$ cat src/rtl/otter_mmio_hub.sv
// MMIO hub for the OTTER IOBUS: decoded input/output port slots plus an
// edge-triggered interrupt controller (pending, enable and cause registers).
module otter_mmio_hub #(
    parameter int          N_IN    = 2,
    parameter int          N_OUT   = 4,
    parameter int          N_IRQ   = 4,
    parameter logic [31:0] BASE_AD = 32'h1100_0000,
    parameter int          SLOT_SH = 18,
    parameter logic [31:0] OUT_RST = 32'h0
) (
    input  logic                  CLK,
    input  logic                  RST,
    input  logic [31:0]           IOBUS_ADDR,
    input  logic [31:0]           IOBUS_OUT,
    input  logic                  IOBUS_WR,
    output logic [31:0]           IOBUS_IN,
    input  logic [N_IN*32-1:0]    PORT_IN,
    output logic [N_OUT*32-1:0]   PORT_OUT,
    input  logic [N_IRQ-1:0]      IRQ_SRC,
    output logic                  INT
);

    localparam logic [4:0] SLOT_PEND  = 5'd16;
    localparam logic [4:0] SLOT_EN    = 5'd17;
    localparam logic [4:0] SLOT_CAUSE = 5'd18;

    logic                       hit;
    logic                       wr_hit;
    logic [4:0]                 slot;

    logic [N_IN*32-1:0]         in_p0, in_p1;
    logic [N_IRQ-1:0]           irq_p0, irq_p1, irq_prev;
    logic [1:0]                 arm_cnt;
    logic [N_IRQ-1:0]           pend, en;
    logic [N_IRQ-1:0]           rise, w1c, pend_nxt, act;
    logic [N_OUT-1:0][31:0]     out_r;
    logic                       int_r;
    logic [31:0]                cause;
    logic [31:0]                rdata;

    assign slot   = IOBUS_ADDR[SLOT_SH +: 5];
    assign hit    = (IOBUS_ADDR[SLOT_SH-1:0] == '0) &&
                    (IOBUS_ADDR[31:SLOT_SH+5] == BASE_AD[31:SLOT_SH+5]);
    assign wr_hit = IOBUS_WR && hit;

    // Interrupt update: a fresh rising edge always wins over a same-cycle clear
    always_comb begin
        rise     = (arm_cnt == 2'd3) ? (irq_p1 & ~irq_prev) : '0;
        w1c      = (wr_hit && slot == SLOT_PEND) ? IOBUS_OUT[N_IRQ-1:0] : '0;
        pend_nxt = rise | (pend & ~w1c);
        act      = pend & en;
    end

    always_comb begin
        cause = 32'hFFFF_FFFF;
        for (int i = N_IRQ - 1; i >= 0; i--) begin
            if (act[i]) cause = 32'(i);
        end
    end

    always_comb begin
        rdata = '0;
        if (hit) begin
            for (int i = 0; i < N_IN; i++) begin
                if (slot == 5'(i)) rdata = in_p1[32*i +: 32];
            end
            for (int j = 0; j < N_OUT; j++) begin
                if (slot == 5'(8 + j)) rdata = out_r[j];
            end
            if (slot == SLOT_PEND)  rdata = 32'(pend);
            if (slot == SLOT_EN)    rdata = 32'(en);
            if (slot == SLOT_CAUSE) rdata = cause;
        end
    end

    // Stage p0/p1: two-flop synchronisers; irq_prev holds the last synced IRQ level
    always_ff @(posedge CLK) begin
        if (RST) begin
            in_p0    <= '0;
            in_p1    <= '0;
            irq_p0   <= '0;
            irq_p1   <= '0;
            irq_prev <= '0;
            arm_cnt  <= 2'd0;
            pend     <= '0;
            en       <= '0;
            int_r    <= 1'b0;
            for (int j = 0; j < N_OUT; j++) out_r[j] <= OUT_RST;
        end else begin
            in_p0    <= PORT_IN;
            in_p1    <= in_p0;
            irq_p0   <= IRQ_SRC;
            irq_p1   <= irq_p0;
            irq_prev <= irq_p1;
            // Edges are ignored until the synchroniser has flushed its reset state
            if (arm_cnt != 2'd3) arm_cnt <= arm_cnt + 2'd1;
            pend     <= pend_nxt;
            int_r    <= |act;
            if (wr_hit && slot == SLOT_EN) en <= IOBUS_OUT[N_IRQ-1:0];
            for (int j = 0; j < N_OUT; j++) begin
                if (wr_hit && slot == 5'(8 + j)) out_r[j] <= IOBUS_OUT;
            end
        end
    end

    assign IOBUS_IN = rdata;
    assign PORT_OUT = out_r;
    assign INT      = int_r;

endmodule

$ cat config.mk
export PLATFORM = sky130hd
export DESIGN_NAME = otter_mmio_hub
export DESIGN_NICKNAME = d
export VERILOG_FILES = /design/src/rtl/otter_mmio_hub.sv
export SDC_FILE = /design/constraint.sdc
export NUM_CORES = 1
export LEC_CHECK = 0
export ABC_AREA = 1
export CAP_MARGIN = 10
export CORE_MARGIN = 10
export CORE_UTILIZATION = 50
export CTS_CLUSTER_SIZE = 20
export DETAILED_ROUTE_END_ITERATION = 12
export MAX_ROUTING_LAYER = met4
export PLACE_DENSITY_LB_ADDON = 0.05
export SYNTH_ARGS = -nofsm -noshare
export SYNTH_HDL_FRONTEND = slang
export SYNTH_SLANG_ARGS = --single-unit
$ cat constraint.sdc
create_clock -name CLK -period 1.8 [get_ports CLK]
set_input_delay 0.18 -clock CLK [delete_from_list [all_inputs] [get_ports CLK]]
set_output_delay 0.18 -clock CLK [all_outputs]
set_load 0.02 [all_outputs]
Word-level counts from Yosys, hierarchy flattened

Cells that the tools add are included.

Register bits: 279
Input port bits: 135
Word-level logic and storage cells: 58

Add/sub/neg operators: 1
Equal/unequal tests: 11
Muxes and demuxes: 16
Bitwise operators: 6
Reduce and logical (&&, ||, !) cells: 11

Operators with widths:

| kind                                                             | number |
|---|---|
| 32-bit two-way mux                                               | 14 |
| 5-bit by 4-bit == test with 1-bit output (second input constant) | 4 |
| 18-bit logical NOT                                               | 1 |
| 5-bit == test (second input constant)                            | 3 |
| 4-bit AND                                                        | 3 |
| 9-bit by 6-bit == test with 1-bit output (second input constant) | 1 |
| 1-bit logical AND                                                | 8 |
| 4-bit two-way mux                                                | 2 |
| 4-bit NOT                                                        | 2 |
| 5-bit by 1-bit == test with 1-bit output (second input constant) | 1 |
| 5-bit logical NOT                                                | 1 |
| 4-bit OR                                                         | 1 |
| 4-bit OR reduction                                               | 1 |
| 2-bit by 1-bit adder with 2-bit output (second input constant)   | 1 |
| 2-bit == test (second input constant)                            | 1 |
| 2-bit != test (second input constant)                            | 1 |

Longest topological paths before layout

Depth after elaboration: 11
Depth in mapped cells: 11
Gate-level depth less buffers: 10

Least setup slack after synthesis

Ideal clock, no wire load.

Path type: input to output
Start: input IOBUS_ADDR[30]
End: output IOBUS_IN[10]
Arrival: 1.456 ns
Slack: 0.164 ns
Cell stages on the path: 7
Path buffers: 2
Cells stage by stage: nor3_1 nand3_1 nor2_4 buf_6 o21ai_2 buf_2 a21oi_1

Cells in the longest elaborated chain, start to end: 3

Ends and longest elaborated chain:

| what                                     | RTL line | source |
|---|---|---|
| start, declared                          | 13       | `input logic [31:0] IOBUS_ADDR,` |
| 9-bit by 6-bit == test with 1-bit output | 43       | `(IOBUS_ADDR[31:SLOT_SH+5] == BASE_AD[31:SLOT_SH+5]);` |
| 1-bit logical AND                        | 42       | `assign hit = (IOBUS_ADDR[SLOT_SH-1:0] == '0) &&` |
| 32-bit two-way mux                       | 63       | `if (hit) begin` |
| end, declared                            | 16       | `output logic [31:0] IOBUS_IN,` |

No other way between the ends.

Final worst setup path

Start: register pend[0]
End: output IOBUS_IN[25]

Cells in the longest elaborated chain, start to end: 4

Ends and longest elaborated chain:

| what                   | RTL line | source |
|---|---|---|
| start, declared        | 34       | `logic [N_IRQ-1:0] pend, en;` |
| start signal, assigned | 97       | `pend <= pend_nxt;` |
| 4-bit AND              | 51       | `act = pend & en;` |
| 32-bit two-way mux     | 57       | `if (act[i]) cause = 32'(i);` |
| 32-bit two-way mux     | 72       | `if (slot == SLOT_CAUSE) rdata = cause;` |
| 32-bit two-way mux     | 63       |  |

No other way between the ends.

==> flow_metrics.tcl <==
set metrics [dict create \
    status "finished, violations left" \
    violations "setup timing" \
    whs_path_depth 2 \
    synth_edf_count 0 \
    die_area_um2 30800 \
    num_vias 11000 \
    p_int_uw 10400 \
    clockBufferDepth 3 \
    final.period_utilization 1.21 \
    start_util 0.511 \
    clock-sinks 279 \
    p_comb_frac 0.064 \
    hold_buffers 0 \
    clk_latency_ps 540 \
    cts_max_level 1 \
    synthTopCellsByArea "dfxtp_1, nor2_1, nand2_1" \
    pwr-share-clk 0.460 \
    crit_buf_inv 4 \
    syn_area_um2 12100 \
    drt_wl_total_mm 37.5 \
    gp_congestion 0.905 \
    worstMarginPinSlew_ps 500 \
    hold_end "in_p1[15]" \
    setup.worst_path.end_class "primary output" \
    seq_power_share 0.476 \
    area_growth_pct 42.7 \
    synth.ff_latch_count 279 \
    reg2reg_from "pend[0]" \
    peakVddDrop_uv 663 \
    fp.dieW_um 175 \
    hp-start "RST" \
    cp_top_family "buffers and inverters" \
    p_leak_uw 0.00805 \
    ys_seq_area_frac 0.462 \
    clock_skew_ps 5.59 \
    critical_path_class "register to primary output" \
    io_buffers 295 \
    cts_buffers 29 \
    hold_path.class "input port to register" \
    power_uw 13400 \
    dpl.hpwl_mm 28.2 \
    worstPathArrival_ps 2000 \
    cpPeakStageDelay_ps 330 \
    fp.coreArea_um2 23600 \
    ys_top_cells_by_count "nor2_1, nand2_1, inv_1, dfxtp_1, nor3b_2" \
    switching_share 0.226 \
    grtUsageTotal 0.240 \
    report.final.slew_viol_count 0 \
    via_per_inst 4.75 \
    post-route-util 0.730 \
    antenna_left 0 \
    crit_path_top_delay_cell "dfxtp_2" \
    setup_viol 32 \
    final_layout_size_suffix_gt1_frac 0.160 \
    ys_types 29 \
    max_freq_mhz 460 \
    post-synth-top-area-cell "dfxtp_1" \
    p_sw_uw 3040 \
    hold_viol_final 0 \
    rrSetupSlack_ps 630 \
    path_cells "nand2_2 > nand2_2 > a221oi_2 > buf_4 > o21ai_4 > buf_6 > buf_12 > a21oi_4 > buf_6" \
    synth_ff_type "dfxtp_1" \
    yosysWarnings 0 \
    dr.pass1.iters 5 \
    ioPinCount 296 \
    setup.worst_path.start "pend[0]" \
    period_needed_ps 2180 \
    drv_cap 0 \
    power_density_nw_per_um2 778 \
    antenna_found_initial 4 \
    grt_max_degree 50 \
    synth_top_area_frac 0.462 \
    crit_fanout 10 \
    clk_pin_slew_worst_paths_ps 60 \
    overflow 0 \
    drt-wirelength-per-cell_um 16.2 \
    final_nets 2104 \
    start_kind "register" \
    rr_endpoint "INT" \
    avgSynthCellArea_um2 7.38 \
    grt_pass1_wl_mm 58.2 \
    syn_nets 1773 \
    worstRegToRegCells 7 \
    die_y_um 175 \
    drt_iter0_markers 828 \
    cp_data_required_time_ps 1620 \
    syn_inst 1637 \
    cts_tree "built" \
    max_slew_margin 0.666 \
    grt_pass1_vias 10700 \
    synth.most_common_cell "nor2_1" \
    rsz0062_at_grt "yes" \
    root_buffer "clkbuf_16" \
    async_flop_share 0 \
    fin_ws_ps -376 \
    post-route-drc-count 0 \
    rows 56 \
]
cell families after synthesis:
family	synth area share
AOI/OAI and AO/OA	0.0298
and+or+nand+nor	0.381
adders and majority gates	0.00104
DFF	0.462
xor gates and xnor gates	0.000725
buffers and inverters	0.125
area by class of cell:
type,instances,area (um^2)
Clock buffer,35,798
Antenna cell,4,10.0
Clock inverter,18,201
Sequential cell,279,5590
Timing Repair Buffer,382,3940
Inverter,296,1110
Tap cell,319,399
Fill cell,1886,6370
Multi-Input combinational cell,980,5190
worst reg2reg max path, stage by stage, from the launching register on:
cell      delay (ps)
dfxtp_2          330
nand2_2           80
nand2_2           60
a221oi_2         180
buf_4            170
buf_4            120
buf_4             90
nor2_1            30
power by group through the flow:
stage | Clock, uW | Combinational (uW) | Sequential [uW]
final | 6180 | 852 | 6390
after global routing | 6510 | 931 | 6400
after CTS | 6260 | 848 | 6390
after detailed placement | 0 | 832 | 6520
after global placement | 0 | 820 | 6520
after floorplan | 0 | 330 | 6500
metal layers:
metal / track usage / part of all wire
met3: 0.0403 / 0.074
met4: 0.0717 / 0.024
met1: 0.311 / 0.45
met2: 0.377 / 0.46
met5: - / 0
state kept, by name, summed over array words and instances, names as in the netlist:
signal	count
PORT_OUT	128
in_p0	64
in_p1	64
en	4
irq_p0	4
irq_p1	4
irq_prev	4
pend	4
arm_cnt	2
INT	1
stage by stage:
step	cell area (um^2)	hold slack (ps)	cells	setup slack, ps	TNS (ps)
3_3_place_gp	15900	391	2250	-867	-54770
2_1_floorplan	12100	287	1637	164	0
3_5_place_dp	15900	393	2250	-921	-64720
4_1_cts	17200	46.5	2309	-353	-9280
6_report	17200	69.6	2313	-376	-9440
5_1_grt	17200	58.8	2313	-424	-11510
how the worst max path moves through the flow:
stage | end | slack, ps | depth (start not counted)
6_report | IOBUS_IN[25] | -380 | 9
2_1_floorplan | IOBUS_IN[10] | 160 | 7
5_1_grt | IOBUS_IN[20] | -420 | 9
3_3_place_gp | IOBUS_IN[16] | -870 | 13
4_1_cts | IOBUS_IN[23] | -350 | 9
3_5_place_dp | IOBUS_IN[16] | -920 | 13
placed cells by master, fill, tap and decap left out, drive strengths merged:
| cell | netlist | layout |
|---|---|---|
| clkinvlp | 0 | 4 |
| nor3 | 1 | 1 |
| xor2 | 1 | 1 |
| dlygate4sd2 | 0 | 6 |
| a21oi | 37 | 37 |
| nor3b | 132 | 132 |
| nand2 | 326 | 326 |
| inv | 296 | 301 |
| clkinv | 0 | 6 |
| a21boi | 1 | 1 |
| bufbuf | 0 | 1 |
| clkdlybuf4s50 | 0 | 249 |
| nand3b | 27 | 27 |
| nand3 | 42 | 42 |
| clkbuf | 45 | 35 |
| o21ai | 31 | 31 |
| buf | 37 | 119 |
| dlymetal6s2s | 0 | 6 |
| nand4 | 12 | 12 |
| clkdlybuf4s15 | 0 | 1 |
| bufinv | 0 | 3 |
| ha | 1 | 1 |
| nor2 | 367 | 367 |
| dfxtp | 279 | 279 |
| a221oi | 1 | 1 |
| diode | 0 | 4 |
| or2 | 1 | 1 |
what timing repair did:
item                                    in CTS  in global routing
gates cloned                                 1                  0
setup buffers                                8                  0
pin swaps                                    3                  1
endpoints found under the setup margin      34                 38
resized for setup                          223                 12
Note: power is estimated with default switching activity, not from simulation.
